### src/rtl/i2c_reg_seq.sv
// i2c_reg_seq -- register-access sequencer in front of the I2C byte master.
// Turns one host request (device address, register address, optional write
// data) into the START / address / register / data / STOP byte-command stream
// and returns one done pulse carrying status and read data.
//
// Host side : req, req_rw, dev_addr, reg_addr, wdata -> busy, done, err_code, rdata
// Master side: m_go, m_start, m_stop, m_rw, m_data   <- m_ack, m_nack, m_to, m_rdata
//
// Optional build macro I2C_RETRY_EN: an address NACK triggers STOP and a
// restart from the write-address byte, up to RETRY_MAX times.
module i2c_reg_seq #(
  parameter int unsigned STOP_CYCLES = 600,
  parameter int unsigned WDOG_CYCLES = 4000000,
  parameter int unsigned RETRY_MAX   = 3
) (
  input  logic       clock,
  input  logic       reset_n,
  input  logic       req,
  input  logic       req_rw,
  input  logic [6:0] dev_addr,
  input  logic [7:0] reg_addr,
  input  logic [7:0] wdata,
  output logic       busy,
  output logic       done,
  output logic [1:0] err_code,
  output logic [7:0] rdata,
  output logic       m_go,
  output logic       m_start,
  output logic       m_stop,
  output logic       m_rw,
  output logic [7:0] m_data,
  input  logic       m_ack,
  input  logic       m_nack,
  input  logic       m_to,
  input  logic [7:0] m_rdata
);

  localparam int unsigned CNT_MAX = (WDOG_CYCLES > STOP_CYCLES) ? WDOG_CYCLES : STOP_CYCLES;
  localparam int unsigned CW      = $clog2(CNT_MAX + 1);

  if (STOP_CYCLES < 1 || WDOG_CYCLES < 2 || RETRY_MAX > 15) begin : g_param_check
    $error("i2c_reg_seq: parameter out of range");
  end

  typedef enum logic [2:0] {
    S_IDLE, S_ADDR_W, S_REG, S_WDATA, S_ADDR_R, S_RDATA, S_STOP, S_FIN
  } state_t;

  state_t        state_q, state_d;
  logic          issue_q, issue_d;   // 1 = ISSUE phase, 0 = WAIT phase
  logic [CW-1:0] cnt_q, cnt_d;       // watchdog in byte states, STOP delay in S_STOP
  logic          rw_q, rw_d;
  logic [6:0]    dev_q, dev_d;
  logic [7:0]    reg_q, reg_d;
  logic [7:0]    wdata_q, wdata_d;
  logic [1:0]    err_q, err_d;
  logic [7:0]    rdata_q, rdata_d;
`ifdef I2C_RETRY_EN
  logic [3:0]    retry_q, retry_d;
  logic          restart_q, restart_d;  // the STOP in progress is followed by a restart
`endif

  always_ff @(posedge clock or negedge reset_n) begin
    if (!reset_n) begin
      state_q   <= S_IDLE;
      issue_q   <= 1'b0;
      cnt_q     <= '0;
      rw_q      <= 1'b0;
      dev_q     <= '0;
      reg_q     <= '0;
      wdata_q   <= '0;
      err_q     <= '0;
      rdata_q   <= '0;
`ifdef I2C_RETRY_EN
      retry_q   <= '0;
      restart_q <= 1'b0;
`endif
    end else begin
      state_q   <= state_d;
      issue_q   <= issue_d;
      cnt_q     <= cnt_d;
      rw_q      <= rw_d;
      dev_q     <= dev_d;
      reg_q     <= reg_d;
      wdata_q   <= wdata_d;
      err_q     <= err_d;
      rdata_q   <= rdata_d;
`ifdef I2C_RETRY_EN
      retry_q   <= retry_d;
      restart_q <= restart_d;
`endif
    end
  end

  always_comb begin
    state_d   = state_q;
    issue_d   = issue_q;
    cnt_d     = cnt_q;
    rw_d      = rw_q;
    dev_d     = dev_q;
    reg_d     = reg_q;
    wdata_d   = wdata_q;
    err_d     = err_q;
    rdata_d   = rdata_q;
`ifdef I2C_RETRY_EN
    retry_d   = retry_q;
    restart_d = restart_q;
`endif
    busy    = 1'b0;
    done    = 1'b0;
    m_go    = 1'b0;
    m_start = 1'b0;
    m_stop  = 1'b0;
    m_rw    = 1'b0;
    m_data  = '0;

    // Command fields depend only on state, so they stay stable through WAIT.
    case (state_q)
      S_ADDR_W: begin m_start = 1'b1; m_data = {dev_q, 1'b0}; end
      S_REG:    m_data = reg_q;
      S_WDATA:  m_data = wdata_q;
      S_ADDR_R: begin m_start = 1'b1; m_data = {dev_q, 1'b1}; end
      S_RDATA:  m_rw = 1'b1;
      S_STOP:   m_stop = 1'b1;
      default:  ;
    endcase

    case (state_q)
      S_IDLE: begin
        if (req) begin
          rw_d    = req_rw;
          dev_d   = dev_addr;
          reg_d   = reg_addr;
          wdata_d = wdata;
          err_d   = '0;
          state_d = S_ADDR_W;
          issue_d = 1'b1;
`ifdef I2C_RETRY_EN
          retry_d   = '0;
          restart_d = 1'b0;
`endif
        end
      end

      S_ADDR_W, S_REG, S_WDATA, S_ADDR_R, S_RDATA: begin
        busy = 1'b1;
        if (issue_q) begin
          m_go    = 1'b1;
          issue_d = 1'b0;
          cnt_d   = '0;
        end else if (m_to || cnt_q == CW'(WDOG_CYCLES - 1)) begin
          // Master is already back in its wait state: no STOP.
          err_d   = 2'd3;
          state_d = S_FIN;
        end else if (m_nack) begin
          state_d = S_STOP;
          issue_d = 1'b1;
          if (state_q == S_ADDR_W || state_q == S_ADDR_R) begin
`ifdef I2C_RETRY_EN
            if (retry_q < 4'(RETRY_MAX)) begin
              retry_d   = retry_q + 4'd1;
              restart_d = 1'b1;
            end else begin
              err_d = 2'd1;
            end
`else
            err_d = 2'd1;
`endif
          end else begin
            err_d = 2'd2;
          end
        end else if (m_ack) begin
          issue_d = 1'b1;
          case (state_q)
            S_ADDR_W: state_d = S_REG;
            S_REG:    state_d = rw_q ? S_ADDR_R : S_WDATA;
            S_ADDR_R: state_d = S_RDATA;
            S_RDATA: begin
              rdata_d = m_rdata;
              state_d = S_STOP;
            end
            default:  state_d = S_STOP;
          endcase
        end else begin
          cnt_d = cnt_q + 1'b1;
        end
      end

      S_STOP: begin
        busy = 1'b1;
        if (issue_q) begin
          m_go    = 1'b1;
          issue_d = 1'b0;
          cnt_d   = '0;
        end else if (cnt_q == CW'(STOP_CYCLES - 1)) begin
`ifdef I2C_RETRY_EN
          if (restart_q) begin
            restart_d = 1'b0;
            state_d   = S_ADDR_W;
            issue_d   = 1'b1;
          end else begin
            state_d = S_FIN;
          end
`else
          state_d = S_FIN;
`endif
        end else begin
          cnt_d = cnt_q + 1'b1;
        end
      end

      S_FIN: begin
        done    = 1'b1;
        state_d = S_IDLE;
      end

      default: state_d = S_IDLE;
    endcase

    err_code = err_q;
    rdata    = rdata_q;
  end

endmodule

### config.mk
export PLATFORM = sky130hd
export DESIGN_NAME = i2c_reg_seq
export DESIGN_NICKNAME = d
export VERILOG_FILES = /design/src/rtl/i2c_reg_seq.sv
export SDC_FILE = /design/constraint.sdc
export NUM_CORES = 1
export LEC_CHECK = 0
export ABC_AREA = 1
export BUFFER_PORTS_ARGS = -buffer_cell sky130_fd_sc_hd__buf_2
export CORE_AREA = 2 2 75 94
export DETAILED_ROUTE_END_ITERATION = 8
export DIE_AREA = 0 0 77 96
export PLACE_DENSITY = 0.78
export REMOVE_ABC_BUFFERS = 1
export SKIP_LAST_GASP = 1
export SLEW_MARGIN = 20
export SYNTH_ARGS = -nofsm -noshare
export SYNTH_HDL_FRONTEND = slang
export SYNTH_SLANG_ARGS = --single-unit
export TNS_END_PERCENT = 10
### constraint.sdc
create_clock -name clock -period 2.7 [get_ports clock]
set_clock_uncertainty 0.15 [all_clocks]
set_input_delay 0.54 -clock clock [delete_from_list [all_inputs] [get_ports clock]]
set_output_delay 0.54 -clock clock [all_outputs]
set_load 0.01 [all_outputs]
==> results of run 1 <==
## through the flow
stage          power (uW)  instances  util [%]  cell area, um2  hold WS (ps)
4_1_cts              3966        638     63.14            4119         9.962
3_5_place_dp         3099        622     59.93            3910         307.5
5_1_grt              4246        638     63.21            4124         24.73
2_1_floorplan        2497        467         -            3443         94.41
3_3_place_gp         3021        622     59.93            3910         306.5
6_report             3939        638     63.21            4124        -4.648
## per-layer routing
layer	GRT usage (%)	up-vias	part of all wire, %
met5	0	-	0
met4	13.69	0	3.1
met3	6.848	23	6.1
met2	45.83	93	51
met1	27.07	1517	39
li1	-	1658	-
## worst paths after layout
path | startpoint | end | slack (ps) | cells past startpoint
min in group clock | wdata[4] | wdata_q[4] | 260 | 2
worst max-delay path | state_q[1] | m_data[1] | 210 | 6
worst min-delay path | reset_n | cnt_q[14] | -5 | 1
worst min register to register | err_code[1] | err_code[1] | 320 | 2
worst max register to register | state_q[1] | rdata[1] | 440 | 9
max in group asynchronous | reset_n | wdata_q[3] | 1680 | 2
## Yosys cell counts, drive strengths merged
cell type	count	share of area (%)
xnor2	1	0.25
o21ai	12	1.7
o21a	1	0.21
clkinv	1	0.11
xor2	5	1.2
and3	1	0.18
nand3b	1	0.21
buf	11	2.2
a22oi	1	0.21
mux2	23	7.3
o211ai	2	0.43
dfrtp	60	43
ha	1	0.35
nor3	9	1.3
nor2	65	7.6
inv	47	5.0
nand4	3	0.53
nand2	161	17
o21bai	2	0.43
nand3	62	9.1
clkbuf	2	0.25
a21oi	9	1.4
## sequential cells by signal, indices dropped and copies added, names as in the netlist
signal and count:
reg_q 8, dev_q 7, err_code 2, cnt_q 22, rdata 8, wdata_q 8
rw_q 1, state_q 3, issue_q 1
## where the power goes
group | switching [uW] | total, uW | internal [uW]
combinational | 1080 | 1720 | 635
sequential | 177 | 1360 | 1180
clock | 409 | 866 | 457
total | 1670 | 3940 | 2270
## cell type report
cell class | count | area [um2]
inverters | 48 | 180.2
clock inverters | 6 | 71.32
flip-flops and latches | 60 | 1501
repair buffers | 68 | 357.8
fillers | 595 | 2400
well taps | 87 | 108.9
multi-input cells | 359 | 1767
clock buffers | 10 | 137.6
## logic make-up (layout without fill, tap and decap cells)
kind of cell    count (synthesis)  count (layout)
buf+inv                        61             132
flops                          60              60
xor+xnor                        6               6
mux                            23              23
compound gates                 27              27
simple gates                  302             302
fa+ha+maj                       1               1
## timing repair
item / in CTS / in global routing
buffers inserted: 0 / 0
resized for setup: 0 / 1
hold buffers: 0 / 0
setup endpoints to repair: 0 / 2
==> reports/results.tsv, run 1 <==
metric	value	unit
largest family of logic cells by synthesized area	simple AND/OR/NAND/NOR gates	
final WL	8547	um
post-synthesis adder-cell area fraction	0.3545	%
crit-path cells	nor2_1, nand2_1, nand2_1, nand2_1, nand3_1, buf_2	
aggregate global-route resource usage	25.30	%
io pins	62	
Overflow after GRT	0	
CTS tree	done	
number of max-cap violations	0	
Max clock buf depth	2	
Final Max Tran Viols	0	
Max Freq	0.4016	GHz
Leak	0.002181	uW
Worst path top cell family by delay	simple AND/OR/NAND/NOR gates	
crit path launch type	register	
final setup margin	209.9	ps
pre-CTS setup slack	342.2	ps
Layout area overhead	16.84	%
Nets	585	
largest net degree at the start of global routing	27	
Final min period	2490	ps
Synth Area in XOR/XNOR	1.489	%
share of cells above drive strength 1	21.78	%
die area	0.007392	mm2
Unique masters post-synth	32	
Seq/Total Area, Yosys	42.54	%
WL/cell	13.40	um
Required @ worst endpoint	2010	ps
clock root buffer	clkbuf_8	
initial core utilization	54.10	%
worst path bufs/invs	1	
PortBufs	61	
PD cells	955.1	mW/mm2
CP arrival	1800	ps
commonest cells after routing, fill and taps aside	nand2_1 (158), nor2_1 (61), buf_2 (61)	
Mapped Avg Cell Area	7.353	um2
post-synthesis mux area share	7.338	%
Synth Area in Compound Gates	4.360	%
setup TNS after final layout	0	ps
Setup-failing EPs final	0	
Setup Crit Path Kind	register to primary output	
num rows	33	
Synth Cell Area	0.003530	mm2
Num CTS Buffers	9	
area of the core	0.006524	mm2
CTS H-tree depth	3	
Yosys reg bits	60	
failing checks	hold timing	
CP most frequent cell	nand2_1	
Iter 0 DRT Violations	195	
Hold WS	-4.648	ps
dpl hpwl	6426	um
simple-gate share of the synthesized area	36.37	%
Worst setup EP type	primary output	
# clock sinks	60	
drt drc	0	
placer congestion estimate	0.9569	
vias after detailed routing	3291	
RSZ-0062 raised after global routing	false	
die extent in y	96	um
clock insertion delay at the later pin of the skew report	350	ps
vias in the first global route	3371	
Mapped Cells	480	
Antenna Diode Count	0	
Max VDD drop	0.8290	mV
CTS clock-pin slew for the worst setup and hold paths	80	ps
Ys Warns	0	
Final Cycle Share	92.23	%
Rel. slew slack	65.11	%
final hold violation count	8	
status	finished with violations	
Slowest-stage cell, CP	dfrtp_1	
CP max FO	10	
Hold Path Class	input pin to asynchronous set/reset pin	
Die W	77	um
global-route wire length before repair	14600	um
antenna violations before repair	0	
Routed Antenna Nets	0	
commonest non-fill, non-tap cell in the layout	nand2_1	
drt pass-1 iters	5	
Worst path max stage delay	440	ps
Via density	5.158	
Worst-Margin Slew	521.4	ps
Note: power is estimated with default switching activity, not from simulation.
==> run 2, diff against run 1 <==
--- a/config.mk
+++ b/config.mk
@@ -7,9 +7,10 @@
 export LEC_CHECK = 0
 export ABC_AREA = 1
 export BUFFER_PORTS_ARGS = -buffer_cell sky130_fd_sc_hd__buf_2
-export CORE_AREA = 2 2 75 94
+export CORE_AREA = 5 5 78 97
 export DETAILED_ROUTE_END_ITERATION = 8
-export DIE_AREA = 0 0 77 96
+export DIE_AREA = 0 0 83 102
+export MAX_ROUTING_LAYER = met4
 export PLACE_DENSITY = 0.78
 export REMOVE_ABC_BUFFERS = 1
 export SKIP_LAST_GASP = 1
==> reports/results.tsv, run 2 (same netlist as run 1, synthesis figures left out) <==
metric	value	unit	change
Setup-failing EPs final	0		unchanged
Final Max Tran Viols	0		unchanged
Worst path max stage delay	440	ps	about the same
commonest non-fill, non-tap cell in the layout	nand2_1		unchanged
final WL	8678	um	was 8547 um
vias in the first global route	3534		was 3371
pre-CTS setup slack	343.1	ps	was 342.2 ps
Antenna Diode Count	0		unchanged
Layout area overhead	17.05	%	was 16.84%
Worst setup EP type	primary output		unchanged
number of max-cap violations	0		unchanged
CP startpoint	state_q[1]		unchanged
io pins	62		unchanged
Max VDD drop	0.7205	mV	was 0.8290 mV
commonest cells after routing, fill and taps aside	nand2_1 (158), nor2_1 (61), buf_2 (61)		unchanged
worst setup path endpoint	m_data[2]		was m_data[1]
aggregate global-route resource usage	23.34	%	was 25.30%
die extent in y	102	um	was 96 um
Nets	586		was 585
antenna violations before repair	0		unchanged
CTS H-tree depth	3		unchanged
Overflow after GRT	0		unchanged
global-route wire length before repair	15530	um	was 14600 um
Post-CTS Setup Bufs	0		unchanged
drt drc	0		unchanged
Final min period	2455	ps	was 2490 ps
Max Freq	0.4073	GHz	was 0.4016 GHz
num rows	33		unchanged
placer congestion estimate	0.9079		was 0.9569
Reg-to-Reg End	rdata[6]		was rdata[1]
clock insertion delay at the later pin of the skew report	350	ps	about the same
CTS clock-pin slew for the worst setup and hold paths	70	ps	was 80 ps
Via density	5.235		was 5.158
R2R setup slack	360	ps	was 440 ps
Iter 0 DRT Violations	212		was 195
Rel. slew slack	65.12	%	was 65.11%
CP max FO	10		unchanged
crit-path cells	nor2_1, nand2_1, nand2_1, nand2_1, nand3_1, buf_2		unchanged
CP arrival	1770	ps	was 1800 ps
PD cells	953.1	mW/mm2	was 955.1 mW/mm2
setup TNS after final layout	0	ps	unchanged
status	complete, no violations		was finished with violations
Worst-Margin Slew	521.3	ps	was 521.4 ps
PortBufs	61		unchanged
most flop-heavy register	cnt_q		unchanged
die area	0.008466	mm2	was 0.007392 mm2
worst reg2reg startpoint	state_q[1]		unchanged
Hold Path Class	input pin to register		was input pin to asynchronous set/reset pin
Final Cycle Share	90.94	%	was 92.23%
final setup margin	244.6	ps	was 209.9 ps
Post-CTS Hold Buffers	1		was 0
CP most frequent cell	nand2_1		unchanged
dpl hpwl	6692	um	was 6426 um
Required @ worst endpoint	2010	ps	about the same
post-CTS resize count	0		unchanged
Die W	83	um	was 77 um
share of cells above drive strength 1	21.56	%	was 21.78%
final hold violation count	0		was 8
crit path launch type	register		unchanged
Slowest-stage cell, CP	dfrtp_1		unchanged
Routed Antenna Nets	0		unchanged
RSZ-0062 raised after global routing	false		unchanged
initial core utilization	54.10	%	unchanged
Reg2Reg Depth	10		was 9
Setup Crit Path Kind	register to primary output		unchanged
CTS tree	done		unchanged
max reg flops	22		unchanged
clock root buffer	clkbuf_8		unchanged
WL/cell	13.58	um	was 13.40 um
Num CTS Buffers	9		unchanged
Leak	0.002192	uW	was 0.002181 uW
# clock sinks	60		unchanged
drt pass-1 iters	4		was 5
vias after detailed routing	3345		was 3291
Max clock buf depth	2		unchanged
largest net degree at the start of global routing	36		was 27
Hold WS	262.9	ps	was -4.648 ps
area of the core	0.006524	mm2	unchanged
==> run 2: cell types whose count changed in the layout (fill, tap and decap cells not counted), sizes merged <==
cell,previous run,this run
clkinv,3,4
clkbuf,10,11
dlygate4sd3,0,1
inv,48,47
clkinvlp,2,1
==> run 2: layout make-up <==
cell class | instances | area, um2
Tap cell | 87 | 108.9
Inverter | 48 | 180.2
Multi-Input combinational cell | 359 | 1762
Fill cell | 604 | 2392
Clock inverter | 5 | 60.06
Sequential cell | 60 | 1501
Timing Repair Buffer | 69 | 367.9
Clock buffer | 11 | 151.4
==> run 2: stage by stage <==
| stage | cells | util, % | power (uW) | area (um2) |
|---|---|---|---|---|
| after floorplan | 467 | - | 2497 | 3443 |
| after global placement | 622 | 59.93 | 3032 | 3910 |
| after detailed placement | 622 | 59.93 | 3102 | 3910 |
| after CTS | 639 | 63.33 | 3966 | 4131 |
| after global routing | 639 | 63.33 | 4264 | 4131 |
| final | 639 | 63.33 | 3938 | 4131 |
==> run 2: worst max-delay path, delay by kind of cell, from the launching register on <==
family,cells,cell delay (ps)
simple gates,5,830
flops,1,440
buf+inv,1,130
==> run 2: where the power goes <==
part | total (uW) | internal, uW | switching, uW | leakage [uW]
clock network | 859 | 477 | 381 | 0.000106
registers | 1360 | 1180 | 178 | 0.000772
logic | 1720 | 636 | 1090 | 0.00131
==> run 2: layer usage <==
| layer | GRT usage, % | vias up | share of wire, % |
|---|---|---|---|
| met5 | - | - | 0 |
| met4 | 12.83 | 0 | 3.5 |
| met3 | 5.161 | 27 | 5.1 |
| met2 | 39.94 | 97 | 51 |
| met1 | 25.38 | 1562 | 41 |
| li1 | - | 1659 | - |
==> run 2: worst min path at each step <==
stage | from | endpoint | slack (ps) | cells past startpoint
4_1_cts | dev_addr[4] | dev_q[4] | 250 | 2
5_1_grt | reg_addr[3] | reg_q[3] | 260 | 2
3_5_place_dp | reset_n | cnt_q[14] | 300 | 1
3_3_place_gp | err_code[1] | err_code[1] | 300 | 2
6_report | reg_addr[6] | reg_q[6] | 260 | 2
2_1_floorplan | reset_n | cnt_q[0] | 90 | 0
==> run 3, diff against run 2 <==
--- a/config.mk
+++ b/config.mk
@@ -7,11 +7,13 @@
 export LEC_CHECK = 0
 export ABC_AREA = 1
 export BUFFER_PORTS_ARGS = -buffer_cell sky130_fd_sc_hd__buf_2
-export CORE_AREA = 5 5 78 97
+export CELL_PAD_IN_SITES_DETAIL_PLACEMENT = 1
+export CELL_PAD_IN_SITES_GLOBAL_PLACEMENT = 1
+export CORE_AREA = 5 5 89 112
 export DETAILED_ROUTE_END_ITERATION = 8
-export DIE_AREA = 0 0 83 102
+export DIE_AREA = 0 0 94 117
 export MAX_ROUTING_LAYER = met4
-export PLACE_DENSITY = 0.78
+export PLACE_DENSITY_LB_ADDON = 0.1
 export REMOVE_ABC_BUFFERS = 1
 export SKIP_LAST_GASP = 1
 export SLEW_MARGIN = 20
==> reports/results.tsv, run 3 (same netlist as run 1, synthesis figures left out) <==
metric	value	unit	change
status	complete, no violations		unchanged
Required @ worst endpoint	2010	ps	about the same
die extent in y	117	um	was 102 um
Die W	94	um	was 83 um
CTS H-tree depth	3		unchanged
global-route wire length before repair	17330	um	was 15530 um
placed cell count	660		was 622
Routed Antenna Nets	0		unchanged
Nets	587		was 586
Reg-to-Reg End	cnt_q[0]		was rdata[6]
Layout area overhead	20.49	%	was 17.05%
Setup Crit Path Kind	register to primary output		unchanged
Final Cycle Share	92.21	%	was 90.94%
Final Util	47.89	%	was 63.33%
total power	4241	uW	was 3938 uW
final WL	10400	um	was 8678 um
CTS tree	done		unchanged
clock root buffer	clkbuf_16		was clkbuf_8
Worst path max stage delay	440	ps	about the same
placer congestion estimate	0.9157		was 0.9079
Worst-Margin Slew	548.4	ps	was 521.3 ps
worst reg2reg startpoint	cnt_q[0]		was state_q[1]
area of the core	0.008881	mm2	was 0.006524 mm2
PortBufs	61		unchanged
Max clock buf depth	2		unchanged
CP max FO	10		unchanged
CTS clock-pin slew for the worst setup and hold paths	50	ps	was 70 ps
dpl hpwl	7937	um	was 6692 um
Rel. slew slack	63.44	%	was 65.12%
aggregate global-route resource usage	21.11	%	was 23.34%
Leak	0.002226	uW	was 0.002192 uW
largest net degree at the start of global routing	27		was 36
vias after detailed routing	3354		was 3345
final hold violation count	0		unchanged
WL/cell	15.41	um	was 13.58 um
Hold Path Class	input pin to asynchronous set/reset pin		was input pin to register
Setup-failing EPs final	0		unchanged
CP arrival	1800	ps	was 1770 ps
Post-CTS Setup Bufs	0		unchanged
Slowest-stage cell, CP	dfrtp_1		unchanged
PD cells	997.1	mW/mm2	was 953.1 mW/mm2
most flop-heavy register	cnt_q		unchanged
vias in the first global route	3739		was 3534
io pins	62		unchanged
Iter 0 DRT Violations	93		was 212
setup TNS after final layout	0	ps	unchanged
Via density	4.969		was 5.235
Overflow after GRT	0		unchanged
crit path launch type	register		unchanged
share of cells above drive strength 1	21.92	%	was 21.56%
Max VDD drop	0.6037	mV	was 0.7205 mV
Worst setup EP type	primary output		unchanged
# clock sinks	60		unchanged
crit-path cells	nor2_1, nand2_1, nand2_1, nand2_1, nand3_1, buf_2		unchanged
Final Max Tran Viols	0		unchanged
RSZ-0062 raised after global routing	false		unchanged
commonest cells after routing, fill and taps aside	nand2_1 (158), nor2_1 (61), buf_2 (61)		unchanged
commonest non-fill, non-tap cell in the layout	nand2_1		unchanged
Max Freq	0.4017	GHz	was 0.4073 GHz
die area	0.01100	mm2	was 0.008466 mm2
max reg flops	22		unchanged
drt pass-1 iters	4		unchanged
Reg2Reg Depth	10		unchanged
antenna violations before repair	0		unchanged
Antenna Diode Count	0		unchanged
filler cell count	1176		was 604
num rows	39		was 33
drt drc	0		unchanged
CP most frequent cell	nand2_1		unchanged
Num CTS Buffers	9		unchanged
clock insertion delay at the later pin of the skew report	340	ps	was 350 ps
Finished Layout Cells	675		was 639
number of max-cap violations	0		unchanged
initial core utilization	39.74	%	was 54.10%
R2R setup slack	440	ps	was 360 ps
Final min period	2490	ps	was 2455 ps
-- run 3: cell types whose count changed in the layout (fill, tap and decap cells not counted), sizes merged --
| cell | change |
|---|---|
| clkinv | -1 |
| dlygate4sd3 | -1 |
| buf | +2 |
| bufinv | -1 |
| clkinvlp | +1 |
-- run 3: metrics by stage --
stage	worst slack (ps)	area, um2	hold WS (ps)
finish	210.3	4253	35.40
detailed placement	301.5	3970	323.1
CTS	208.3	4248	61.95
floorplan	535.2	3443	94.41
global route	98.20	4253	98.27
global placement	439.7	3970	311.3
-- run 3: timing repair --
action,in CTS,in global routing
endpoints found under the setup margin,0,4
resized for setup,0,1
hold buffers,0,0
-- run 3: where the power goes --
part / switching, uW / internal (uW)
Sequential: 190 / 1180
Combinational: 1130 / 656
Clock: 417 / 661
Total: 1740 / 2500
-- run 3: routing by layer --
metal,global-route usage (%),part of all wire [%],vias to the layer above
met5,-,0,-
met4,7.707,1.8,0
met3,3.772,3.0,15
met2,39.37,55,52
met1,22.12,40,1625
li1,-,-,1662
-- run 3: worst max-delay path by stage --
stage | startpoint | to | slack [ps] | cells past startpoint
floorplan | cnt_q[0] | cnt_q[0] | 540 | 10
global placement | cnt_q[0] | rdata[2] | 440 | 8
detailed placement | cnt_q[0] | rdata[1] | 300 | 8
CTS | state_q[1] | m_data[1] | 210 | 6
global route | state_q[1] | m_data[2] | 100 | 6
finish | state_q[1] | m_data[1] | 210 | 6
-- run 3: cell type report --
| cell class | count | area [um2] | area share, % |
|---|---|---|---|
| clock buffers | 11 | 252.7 | 5.943 |
| clock inverters | 4 | 25.02 | 0.5884 |
| inverters | 48 | 180.2 | 4.237 |
| multi-input cells | 359 | 1767 | 41.54 |
| flip-flops and latches | 60 | 1501 | 35.30 |
| well taps | 123 | 153.9 | 3.619 |
| repair buffers | 70 | 372.9 | 8.767 |
-- run 3: worst max-delay path: cells and delay by family, from the launching register on --
kind / cells / cell delay (ps)
flip-flops: 1 / 440
buffers and inverters: 1 / 140
AND/OR/NAND/NOR: 5 / 870
